--- src/rtl/register_file_scoreboard_if.sv ---
// Decode/writeback bus of register_file_scoreboard: write port, two read ports,
// issue port and scoreboard status. Signal names match the legacy register file.
interface register_file_scoreboard_if #(
   parameter int unsigned DATA_W = 16,
   parameter int unsigned ADDR_W = 3
);
   logic              RegWrite;
   logic [ADDR_W-1:0] write_register;
   logic [DATA_W-1:0] write_data;
   logic [ADDR_W-1:0] read_register_1;
   logic [DATA_W-1:0] read_data_1;
   logic [ADDR_W-1:0] read_register_2;
   logic [DATA_W-1:0] read_data_2;
   logic              issue_valid;
   logic [ADDR_W-1:0] issue_register;
   logic              pending_1;
   logic              pending_2;
   logic [ADDR_W:0]   pending_count;

   modport master (
      output RegWrite, write_register, write_data,
      output read_register_1, read_register_2,
      output issue_valid, issue_register,
      input  read_data_1, read_data_2, pending_1, pending_2, pending_count
   );

   modport slave (
      input  RegWrite, write_register, write_data,
      input  read_register_1, read_register_2,
      input  issue_valid, issue_register,
      output read_data_1, read_data_2, pending_1, pending_2, pending_count
   );
endinterface

--- src/rtl/register_file_scoreboard.sv ---
// Register file with r0 hardwired to zero and a per-register pending scoreboard.
// Optional same-cycle write-to-read bypass: define RF_BYPASS_EN.
module register_file_scoreboard #(
   parameter int unsigned DATA_W = 16,
   parameter int unsigned ADDR_W = 3
) (
   input logic                     clk,
   input logic                     rst_n,
   register_file_scoreboard_if.slave rf
);
   localparam int unsigned DEPTH = 2**ADDR_W;

   logic [DATA_W-1:0] r_mem [DEPTH];
   logic [DEPTH-1:0]  r_pend;
   logic [ADDR_W:0]   r_count;

   logic [DEPTH-1:0]  w_wr_mask;
   logic [DEPTH-1:0]  w_is_mask;
   logic [DEPTH-1:0]  w_pend_next;
   logic [ADDR_W:0]   w_count_next;
   logic              w_wr_en;

   assign w_wr_en = rf.RegWrite && (rf.write_register != '0);

   // Issue is applied after the clear so a same-edge issue supersedes the write.
   always_comb begin
      w_wr_mask    = '0;
      w_is_mask    = '0;
      if (rf.RegWrite)
         w_wr_mask = DEPTH'(1) << rf.write_register;
      if (rf.issue_valid)
         w_is_mask = DEPTH'(1) << rf.issue_register;
      w_pend_next    = (r_pend & ~w_wr_mask) | w_is_mask;
      w_pend_next[0] = 1'b0;
      w_count_next   = (ADDR_W+1)'($countones(w_pend_next));
   end

   always_ff @(posedge clk or negedge rst_n) begin
      if (!rst_n) begin
         r_mem <= '{default: '0};
      end else if (w_wr_en) begin
         r_mem[rf.write_register] <= rf.write_data;
      end
   end

   always_ff @(posedge clk or negedge rst_n) begin
      if (!rst_n) begin
         r_pend  <= '0;
         r_count <= '0;
      end else begin
         r_pend  <= w_pend_next;
         r_count <= w_count_next;
      end
   end

`ifdef RF_BYPASS_EN
   logic w_byp_1;
   logic w_byp_2;

   assign w_byp_1 = rst_n && w_wr_en && (rf.write_register == rf.read_register_1);
   assign w_byp_2 = rst_n && w_wr_en && (rf.write_register == rf.read_register_2);

   always_comb begin
      rf.read_data_1 = r_mem[rf.read_register_1];
      rf.read_data_2 = r_mem[rf.read_register_2];
      rf.pending_1   = r_pend[rf.read_register_1];
      rf.pending_2   = r_pend[rf.read_register_2];
      if (w_byp_1) begin
         rf.read_data_1 = rf.write_data;
         rf.pending_1   = rf.issue_valid && (rf.issue_register == rf.read_register_1);
      end
      if (w_byp_2) begin
         rf.read_data_2 = rf.write_data;
         rf.pending_2   = rf.issue_valid && (rf.issue_register == rf.read_register_2);
      end
   end
`else
   always_comb begin
      rf.read_data_1 = r_mem[rf.read_register_1];
      rf.read_data_2 = r_mem[rf.read_register_2];
      rf.pending_1   = r_pend[rf.read_register_1];
      rf.pending_2   = r_pend[rf.read_register_2];
   end
`endif

   assign rf.pending_count = r_count;
endmodule

--- src/flat_wrapper.sv ---
// flat-port wrapper written by rule: the top's interface ports become plain ports
module register_file_scoreboard_flat 
#(
   parameter int unsigned DATA_W = 16,
   parameter int unsigned ADDR_W = 3
)
  (clk, rst_n, rf_RegWrite, rf_write_register, rf_write_data, rf_read_register_1, rf_read_register_2, rf_issue_valid, rf_issue_register, rf_read_data_1, rf_read_data_2, rf_pending_1, rf_pending_2, rf_pending_count);
  register_file_scoreboard_if #(.DATA_W(DATA_W), .ADDR_W(ADDR_W)) rf_i ();
  input logic clk;
  input logic rst_n;
  input wire logic [$bits(rf_i.RegWrite)-1:0] rf_RegWrite;
  input wire logic [$bits(rf_i.write_register)-1:0] rf_write_register;
  input wire logic [$bits(rf_i.write_data)-1:0] rf_write_data;
  input wire logic [$bits(rf_i.read_register_1)-1:0] rf_read_register_1;
  input wire logic [$bits(rf_i.read_register_2)-1:0] rf_read_register_2;
  input wire logic [$bits(rf_i.issue_valid)-1:0] rf_issue_valid;
  input wire logic [$bits(rf_i.issue_register)-1:0] rf_issue_register;
  output wire logic [$bits(rf_i.read_data_1)-1:0] rf_read_data_1;
  output wire logic [$bits(rf_i.read_data_2)-1:0] rf_read_data_2;
  output wire logic [$bits(rf_i.pending_1)-1:0] rf_pending_1;
  output wire logic [$bits(rf_i.pending_2)-1:0] rf_pending_2;
  output wire logic [$bits(rf_i.pending_count)-1:0] rf_pending_count;
  assign rf_i.RegWrite = rf_RegWrite;
  assign rf_i.write_register = rf_write_register;
  assign rf_i.write_data = rf_write_data;
  assign rf_i.read_register_1 = rf_read_register_1;
  assign rf_i.read_register_2 = rf_read_register_2;
  assign rf_i.issue_valid = rf_issue_valid;
  assign rf_i.issue_register = rf_issue_register;
  assign rf_read_data_1 = rf_i.read_data_1;
  assign rf_read_data_2 = rf_i.read_data_2;
  assign rf_pending_1 = rf_i.pending_1;
  assign rf_pending_2 = rf_i.pending_2;
  assign rf_pending_count = rf_i.pending_count;
  register_file_scoreboard #(.DATA_W(DATA_W), .ADDR_W(ADDR_W)) u_core (.clk(clk), .rst_n(rst_n), .rf(rf_i));
endmodule
--- config.mk ---
export PLATFORM = sky130hd
export DESIGN_NAME = register_file_scoreboard_flat
export DESIGN_NICKNAME = d
export VERILOG_FILES = /design/src/rtl/register_file_scoreboard_if.sv /design/src/rtl/register_file_scoreboard.sv /design/src/flat_wrapper.sv
export SDC_FILE = /design/constraint.sdc
export NUM_CORES = 1
export LEC_CHECK = 0
export ABC_AREA = 0
export CORE_MARGIN = 5
export CORE_UTILIZATION = 35
export CTS_BUF_LIST = sky130_fd_sc_hd__clkbuf_16
export DETAILED_ROUTE_END_ITERATION = 8
export SETUP_SLACK_MARGIN = 0.15
export SLEW_MARGIN = 0
export SYNTH_ARGS = -nofsm -noshare
export SYNTH_HDL_FRONTEND = slang
export SYNTH_SLANG_ARGS = --single-unit
--- constraint.sdc ---
create_clock -name clk -period 3.5 [get_ports clk]
set_input_delay 1.05 -clock clk [delete_from_list [all_inputs] [get_ports clk]]
set_output_delay 1.05 -clock clk [all_outputs]
set_load 0.05 [all_outputs]
Yosys cells after proc, flatten, opt, wreduce, memory -nomap -nowiden. Index checks and enable logic that the tools add are counted.

Input bits: 32. Register bits: 139. Word-level logic and storage cells: 48.

Reductions and logical operators: 3. Shift-type cells: 2. Multiplexer cells: 15. Bitwise operators: 6. Add/subtract/negate cells: 6. Order comparisons: 6.

Operators with widths (count): $bwmux W128 (1); $bmux W16 S3 (2); $mux W16 (5); $demux W16 S3 (1); $mux W8 (2); $shl A1 B3 Y8 const A (2); $ge A4 B4 Y1 const B (3); $not A3 Y4 (3); $add A4 B4 Y4 (2); $and A8 B8 Y8 (1); $lt A3 B4 Y1 const B (2); $not A8 Y8 (1); $or A8 B8 Y8 (1); $add A1 B1 Y2 (3); $bmux W1 S3 (2); $add A1 B4 Y4 (1); $lt A4 B1 Y1 const B (1); $reduce_bool A3 Y1 (1); $logic_and A1 B1 Y1 (2); $mux W1 (2).

Longest topological paths before layout. Gate-level depths: netlist of run 1.

Depth after elaboration: 8. Mapped depth: 13. Gate-level depth less buffers: 11.

Least setup slack after synthesis of run 1. Ideal clock, no wire load.

Path kind: input-to-reg. Start point: input rf_write_register[0]. End point: register u_core.r_count[2] (netlist: u_core.rf.pending_count[2]). Library setup time: 0.123 ns. Stages on the path: 13. Slack: -0.044 ns. Data arrival time: 3.421 ns. Required time: 3.377 ns. Path through: buf_4 -> nand4b_2 -> buf_2 -> nand2_1 -> o21ai_0 -> ha_1 -> inv_1 -> fa_1 -> inv_1 -> ha_1 -> inv_1 -> fa_1 -> xnor2_1.

Cells in the longest elaborated chain, start to end: 8. Elaborated cells on any way between the ends: 11. Classes of those cells: add/sub (6); shift (1); mux (1); bitwise (3).

RTL lines: from (decl) (line flat_wrapper.sv:12) `input wire logic [$bits(rf_i.write_register)-1:0] rf_write_register;`; $shl A1 B3 Y8 (line register_file_scoreboard.sv:30) `w_wr_mask = DEPTH'(1) << rf.write_register;`; $mux W8 (line register_file_scoreboard.sv:29) `if (rf.RegWrite)`; $not A8 Y8 (line register_file_scoreboard.sv:33) `w_pend_next = (r_pend & ~w_wr_mask) | w_is_mask;`; $and A8 B8 Y8 (line register_file_scoreboard.sv:33); $or A8 B8 Y8 (line register_file_scoreboard.sv:33); named net u_core.w_pend_next[6] (line register_file_scoreboard.sv:19) `logic [DEPTH-1:0] w_pend_next;`; $add A1 B1 Y2 (implied by the code) (line register_file_scoreboard.sv:35) `w_count_next = (ADDR_W+1)'($countones(w_pend_next));`; $add A4 B4 Y4 (implied by the code) (2 in series) (line register_file_scoreboard.sv:35); named net u_core.w_count_next[2] (line register_file_scoreboard.sv:20) `logic [ADDR_W:0] w_count_next;`; to (signal assigned) (line register_file_scoreboard.sv:52) `r_count <= w_count_next;`; to (decl) (line register_file_scoreboard.sv:15) `logic [ADDR_W:0] r_count;`.

The timed path passes the listed nets, and every way through them passes these cells. A chain may end at the register's enable or synchronous reset.

Final worst setup path of run 1.
Start point: input rf_read_register_2[1]. End point: output rf_read_data_2[1].

Cells in the longest elaborated chain, start to end: 4.

RTL lines: from (decl) (line flat_wrapper.sv:15) `input wire logic [$bits(rf_i.read_register_2)-1:0] rf_read_register_2;`; $not A3 Y4 (implied by the code) (line register_file_scoreboard.sv:80) `rf.read_data_2 = r_mem[rf.read_register_2];`; $bmux W16 S3 (line register_file_scoreboard.sv:80); $mux W16 (implied by the code) (2 in series) (line register_file_scoreboard.sv:80); to (decl) (line flat_wrapper.sv:19) `output wire logic [$bits(rf_i.read_data_2)-1:0] rf_read_data_2;`.

Every way passes these cells. The select of a mux whose other input is x is not followed.

==> results of run 1 <==
final cells by class:
type / count / area (um^2) / share of cell area (%)
Clock buffer: 17 / 425 / 4.33
Clock inverter: 14 / 189 / 1.92
Inverter: 11 / 41.3 / 0.420
Multi-Input combinational cell: 261 / 3710 / 37.7
Sequential cell: 139 / 3480 / 35.4
Tap cell: 275 / 344 / 3.50
Timing Repair Buffer: 125 / 1640 / 16.7
report_power, final:
| group | internal, mW | leakage [nW] | total, mW | switching [mW] |
|---|---|---|---|---|
| Clock | 1.24 | 0.314 | 1.89 | 0.654 |
| Combinational | 1.09 | 2.26 | 2.06 | 0.975 |
| Sequential | 1.94 | 1.70 | 2.17 | 0.231 |
| Total | 4.26 | 4.27 | 6.12 | 1.86 |
flip-flops by register name, indices dropped and copies added, names as in the netlist:
name,flops
u_core.r_mem,128
u_core.r_pend,7
u_core.rf.pending_count,4
cells in the final DEF, fill, tap and decap left out, drive strengths merged, types with 3 or more instances in the layout:
master | synthesis | final
nand2b | 5 | 5
bufinv | 0 | 5
mux2 | 148 | 148
clkbuf | 25 | 18
clkinv | 0 | 3
clkdlybuf4s50 | 0 | 25
inv | 11 | 16
fa | 3 | 3
mux4 | 64 | 64
dfrtp | 139 | 139
buf | 24 | 94
nand4b | 3 | 3
o21ai | 4 | 4
ha | 5 | 5
nand2 | 7 | 7
metal layers:
| layer | track usage (%) | up-vias |
|---|---|---|
| li1 | - | 1960 |
| met5 | 0 | - |
| met1 | 22.6 | 2408 |
| met3 | 3.68 | 24 |
| met4 | 4.83 | 2 |
| met2 | 26.5 | 106 |
logic make-up after synthesis:
logic type | Yosys count
buffers and inverters | 60
muxes | 214
DFF | 139
AOI/OAI and AO/OA | 12
xor gates and xnor gates | 1
adders and majority gates | 8
and+or+nand+nor | 26
worst max-delay path: stages:
cell and delay [ps]:
buf_16 130, buf_12 140, mux4_1 550, mux2_4 290, buf_8 150
what timing repair did:
| item | in CTS | in global routing |
|---|---|---|
| gates cloned | 7 | 0 |
| gates resized for setup | 142 | 34 |
| buffers inserted | 5 | 1 |
| setup endpoints to repair | 35 | 31 |
| pin swaps | 2 | 5 |
final timing paths:
| path | slack, ps | end | from | depth (start not counted) |
|---|---|---|---|---|
| max | 130 | rf_read_data_2[1] | rf_read_register_2[1] | 5 |
| min | 400 | u_core.r_mem[127] | u_core.r_mem[127] | 0 |
| max reg2reg | 1200 | u_core.rf.pending_count[1] | u_core.r_pend[4] | 10 |
| min reg2reg | 400 | u_core.r_mem[127] | u_core.r_mem[127] | 0 |
| max in group asynchronous | 2130 | u_core.r_pend[7] | rst_n | 2 |
| min in group asynchronous | 530 | u_core.r_mem[117] | rst_n | 1 |
==> flow_summary_export.csv, run 1 <==
group,metric,value,unit
clocking,clockBufferDepth,2,
worst_setup_path,cp.required,2450,ps
power,worst_ir_drop_vdd,0.000322,V
finish,design_area,0.00983,mm^2
run_status,status,"finished, final reports clean",
yosys,yosysMostFrequentCell,"mux2_2",
global_routing,antenna_found_initial,1,
hold_path,hold_path_class,"register to register",
routing,top_layer,"met5",
yosys,yosys.area_share.simple,2.56,%
clocking,clock_sinks,139,
global_routing,track_usage,16.5,%
floorplanning,dieArea,0.0246,mm^2
sta,whs,395,ps
clocking,cts_hold_buffers,0,
sta,tns,0,ps
power,powerDensity,623,mW/mm^2
global_routing,grt_pass1_vias,5015,
yosys,synth_cells,460,
yosys,synth_area,0.00754,mm^2
yosys,synth_ff_type,"dfrtp_1",
routing,first_iter_violations,212,
place,portBuffers,69,
sta,drv_slew,0,
clocking,cts_buffers,17,
yosys,synth_warnings,0,
yosys,yosysUniqueCellTypes,31,
floorplanning,die_h,157,um
yosys,synthTopCellsByArea,"dfrtp_1, mux2_2, mux4_1",
floorplanning,core.rowCount,53,
clocking,cts_tree,"built",
place,place_area,0.00879,mm^2
worst_setup_path,critPathKind,"input pin to output port",
global_routing,overflow,0,
finish,instances_no_fill,842,
floorplanning,core-area,0.0211,mm^2
floorplanning,ioPinCount,70,
yosys,synth_xor_area_share,0.116,%
sta,fmax,297,MHz
sta,fin_worst_skew,7.68,ps
routing,viasPerCell,5.34,
finish,area_growth,30.4,%
finish,drive_gt1_share,59.8,%
sta,setup_violations,0,
power,total_power,6.12,mW
place,hpwlAfterDp,12200,um
yosys,synth_edf_count,0,
routing,wl_met3,646,um
yosys,synth_top_family_by_area,"multiplexers",
floorplanning,initial_core_util,35.7,%
yosys,synth_seq_cells,139,
clocking,cts-htree-levels,4,
worst_setup_path,worstSetupStartpointType,"input pin",
yosys,muxShareOfSynthArea,44.3,%
sta,fin_crit,3370,ps
finish,final_util,46.6,%
routing,vias,4500,
global_routing,grt_pass1_wl,30400,um
routing,drc,0,
place,post-place-ws,-330,ps
floorplanning,die_x,157,um
yosys,async_flop_share,100,%
routing,wl_met2,9420,um
yosys,avgSynthCellArea,16.4,um^2
yosys,yosysSeqAreaShare,46.1,%
worst_setup_path,worstPathArrival,2320,ps
finish,fin_nets,595,
sta,final.period_utilization,96.3,%
sta,worst_pin_slew,510,ps
yosys,synth_top_area_share,46.1,%
clocking,clockRootBuffer,"clkbuf_16",
sta,slew_headroom,65.9,%
yosys,synth-compound-area-share,1.08,%
routing,wl_met1,8820,um
flow_run,cap_violations,0,
yosys,syn-num-nets,500,
clocking,worstSkewPairLatency,410,ps
worst_setup_path,crit_fanout,7,
routing,ant_nets,0,
sta,finalHoldViolations,0,
place,gp_congestion,0.772,
clocking,path_clk_slew,50,ps
yosys,synth-adder-area-share,1.63,%
finish,antennaDiodeCount,0,
power,p_leak,4.27,nW
sta,rsz0062_at_grt,"yes",
routing,drtPass1Iterations,4,
sta,layout_setup_ws,128,ps
global_routing,grt_max_degree,66,
finish,nFillCells,1857,
routing,wl_per_cell,22.8,um
worst_setup_path,endpoint_kind,"output port",
yosys,synth_commonest_cells,"mux2_2, dfrtp_1, mux4_1",
yosys,synth_top_cell_by_area,"dfrtp_1",
place,dp_cells,798,
routing,totalWireLength,19200,um
Note: power is estimated with default switching activity, not from simulation.
==> run 2: changes to the inputs <==
--- a/config.mk
+++ b/config.mk
@@ -8,7 +8,7 @@
 export ABC_AREA = 0
 export CORE_MARGIN = 5
 export CORE_UTILIZATION = 35
-export CTS_BUF_LIST = sky130_fd_sc_hd__clkbuf_16
+export CTS_BUF_LIST = sky130_fd_sc_hd__clkbuf_8
 export DETAILED_ROUTE_END_ITERATION = 8
 export SETUP_SLACK_MARGIN = 0.15
 export SLEW_MARGIN = 0
==> constraint.sdc (replaced) <==
create_clock -name clk -period 3.5 [get_ports clk]
set_input_delay 1.05 -clock clk [delete_from_list [all_inputs] [get_ports clk]]
set_output_delay 1.05 -clock clk [all_outputs]
set_load 0.02 [all_outputs]
==> run 2 against run 1 <==
  * Clock skew fell by 6.4 ps
  * Critical path depth grew 1
  * Combinational power down 16%
  * Cell count shrank 0.36%
  * Register-to-register slack got worse by 60 ps
  * Die area unchanged
  * Power down 16%
  * Flip-flop and latch count did not move
  * Via count increased by 0.27%
  * Clock power fell by 33%
  * Sequential share of layout area grew 1.2 points
  * Fmax decreased by 1.0%
  * Critical path type unchanged
  * Largest power group unchanged
==> flow_summary_export.csv, run 2 (same netlist as run 1, synthesis figures left out) <==
group,metric,value,unit
run_status,status,"finished, final reports clean",
routing,wl_per_cell,23.7,um
global_routing,overflow,0,
sta,worst_pin_slew,663,ps
routing,drc,0,
clocking,cts_hold_buffers,0,
clocking,clockBufferDepth,2,
power,p_switching,1.52,mW
finish,instances_no_fill,839,
place,post-place-ws,-592,ps
worst_setup_path,max_stage_delay,490,ps
global_routing,grt_max_degree,69,
worst_setup_path,critPathLaunch,"rf_read_register_1[1]",
worst_setup_path,path_cells,"buf_16 > buf_12 > buf_8 > mux4_2 > mux2_4 > buf_6",
finish,fin_nets,594,
routing,viasPerCell,5.38,
sta,fin_crit,3410,ps
sta,whs,402,ps
global_routing,grt_pass1_wl,30500,um
floorplanning,dieArea,0.0246,mm^2
worst_setup_path,r2r_slack,1140,ps
routing,vias,4512,
place,portBuffers,69,
worst_setup_path,worstSetupEndpoint,"rf_read_data_1[13]",
floorplanning,initial_core_util,35.7,%
worst_setup_path,path_delay_family,"multiplexers",
clocking,path_clk_slew,80,ps
global_routing,track_usage,16.7,%
finish,drive_gt1_share,60.3,%
power,p_leak,4.13,nW
floorplanning,die_x,157,um
finish,antennaDiodeCount,0,
worst_setup_path,worstPathArrival,2360,ps
finish,layout_common_cells,"dfrtp_1, mux2_2, mux4_2",
place,gp_congestion,0.754,
place,dp_cells,791,
worst_setup_path,crit_fanout,6,
floorplanning,core.rowCount,53,
worst_setup_path,path_depth,6,
finish,design_area,0.00951,mm^2
floorplanning,ioPinCount,70,
finish,final_util,45.1,%
floorplanning,die_h,157,um
place,hpwlAfterDp,11700,um
power,seqPwrFrac,41.9,%
sta,drv_slew,0,
routing,ant_nets,0,
hold_path,hold_path_class,"register to register",
place,place_area,0.00879,mm^2
routing,first_iter_violations,184,
power,internal-power,3.64,mW
finish,largest_reg_flops,128,
worst_setup_path,path_buf_inv,4,
worst_setup_path,critPathKind,"input pin to output port",
power,powerDensity,543,mW/mm^2
floorplanning,core-area,0.0211,mm^2
sta,slew_headroom,55.8,%
worst_setup_path,slowest_stage,"mux4_2",
clocking,worstSkewPairLatency,440,ps
routing,drtPass1Iterations,4,
global_routing,grt_pass1_vias,5004,
sta,setup_violations,0,
power,pwr-share-clk,24.6,%
flow_run,cap_violations,0,
power,p_comb_share,33.5,%
sta,final.period_utilization,97.3,%
worst_setup_path,worstSetupStartpointType,"input pin",
routing,totalWireLength,19900,um
clocking,cts_tree,"built",
power,swShare,29.5,%
clocking,clock_sinks,139,
worst_setup_path,endpoint_kind,"output port",
sta,fmax,294,MHz
sta,fin_worst_skew,1.27,ps
clocking,cts-htree-levels,4,
sta,layout_setup_ws,93.9,ps
worst_setup_path,rr_endpoint,"u_core.rf.pending_count[1]",
clocking,cts_buffers,17,
worst_setup_path,reg2reg_from,"u_core.r_pend[4]",
sta,rsz0062_at_grt,"yes",
sta,tns,0,ps
finish,area_growth,26.1,%
sta,finalHoldViolations,0,
power,total_power,5.16,mW
clocking,clockRootBuffer,"clkbuf_8",
power,worst_ir_drop_vdd,0.000264,V
worst_setup_path,rr_worst_depth,10,
global_routing,antenna_found_initial,0,
finish,regMostFlops,"u_core.r_mem",
finish,layout_commonest_cell,"dfrtp_1",
worst_setup_path,cp.required,2450,ps
==> run 2: cell count changes in the layout (fill, tap and decap cells not counted), moves of 2 or more <==
cell / previous run / this run
inv_1: 15 / 12
buf_4: 30 / 38
dlymetal6s2s_1: 1 / 3
clkinv_1: 2 / 0
buf_8: 21 / 1
clkbuf_16: 17 / 0
clkinvlp_4: 1 / 3
clkbuf_8: 0 / 20
mux4_2: 58 / 60
buf_6: 15 / 28
buf_12: 19 / 14
mux4_1: 6 / 4
buf_16: 7 / 9
bufinv_16: 5 / 2
==> run 2: worst min-delay path by stage <==
stage,startpoint,to,slack [ps],cells past startpoint
6_report,u_core.r_mem[127],u_core.r_mem[127],400,0
3_5_place_dp,u_core.r_mem[122],u_core.r_mem[122],380,0
3_3_place_gp,u_core.r_mem[125],u_core.r_mem[125],370,0
5_1_grt,u_core.r_mem[117],u_core.r_mem[117],420,0
4_1_cts,u_core.r_mem[122],u_core.r_mem[122],390,0
2_1_floorplan,u_core.r_mem[112],u_core.r_mem[112],440,1
==> run 2: worst reg2reg max path, cell delays in order (launching register included) <==
cell	delay, ps
dfrtp_1	420
inv_1	130
o32ai_4	110
ha_1	310
inv_1	70
fa_1	400
inv_1	100
ha_4	140
inv_2	30
fa_2	510
inv_1	40
==> run 2: layer usage <==
metal	vias up	global-route usage, %	share of wire [%]
met4	0	3.80	0.99
met2	95	27.7	50
met5	-	0	0
met1	2462	22.6	45
met3	14	3.71	3.5
li1	1941	-	-
==> run 2: cell type report <==
type                       count  area (um^2)
clock buffer                  20          275
clock inverter                 9          100
fill                        1871        11600
inverter                      11         41.3
multi-input combinational    261         3720
sequential                   139         3480
tap                          275          344
timing repair buffer         124         1550
==> run 2: power groups by stage <==
stage	clock [mW]	combinational (mW)	sequential, mW
after detailed placement	0	1.58	2.17
final	1.27	1.73	2.16
after CTS	1.30	1.69	2.15
after global routing	1.38	1.87	2.20
after global placement	0	1.53	2.13
after floorplan	0	0.989	2.11
==> run 2: what timing repair did <==
item                                    4_1_cts  5_1_grt
pin swaps                                     1        4
setup buffers                                 8        1
endpoints found under the setup margin       35       31
gates cloned                                 10        0
gates resized for setup                     271       44
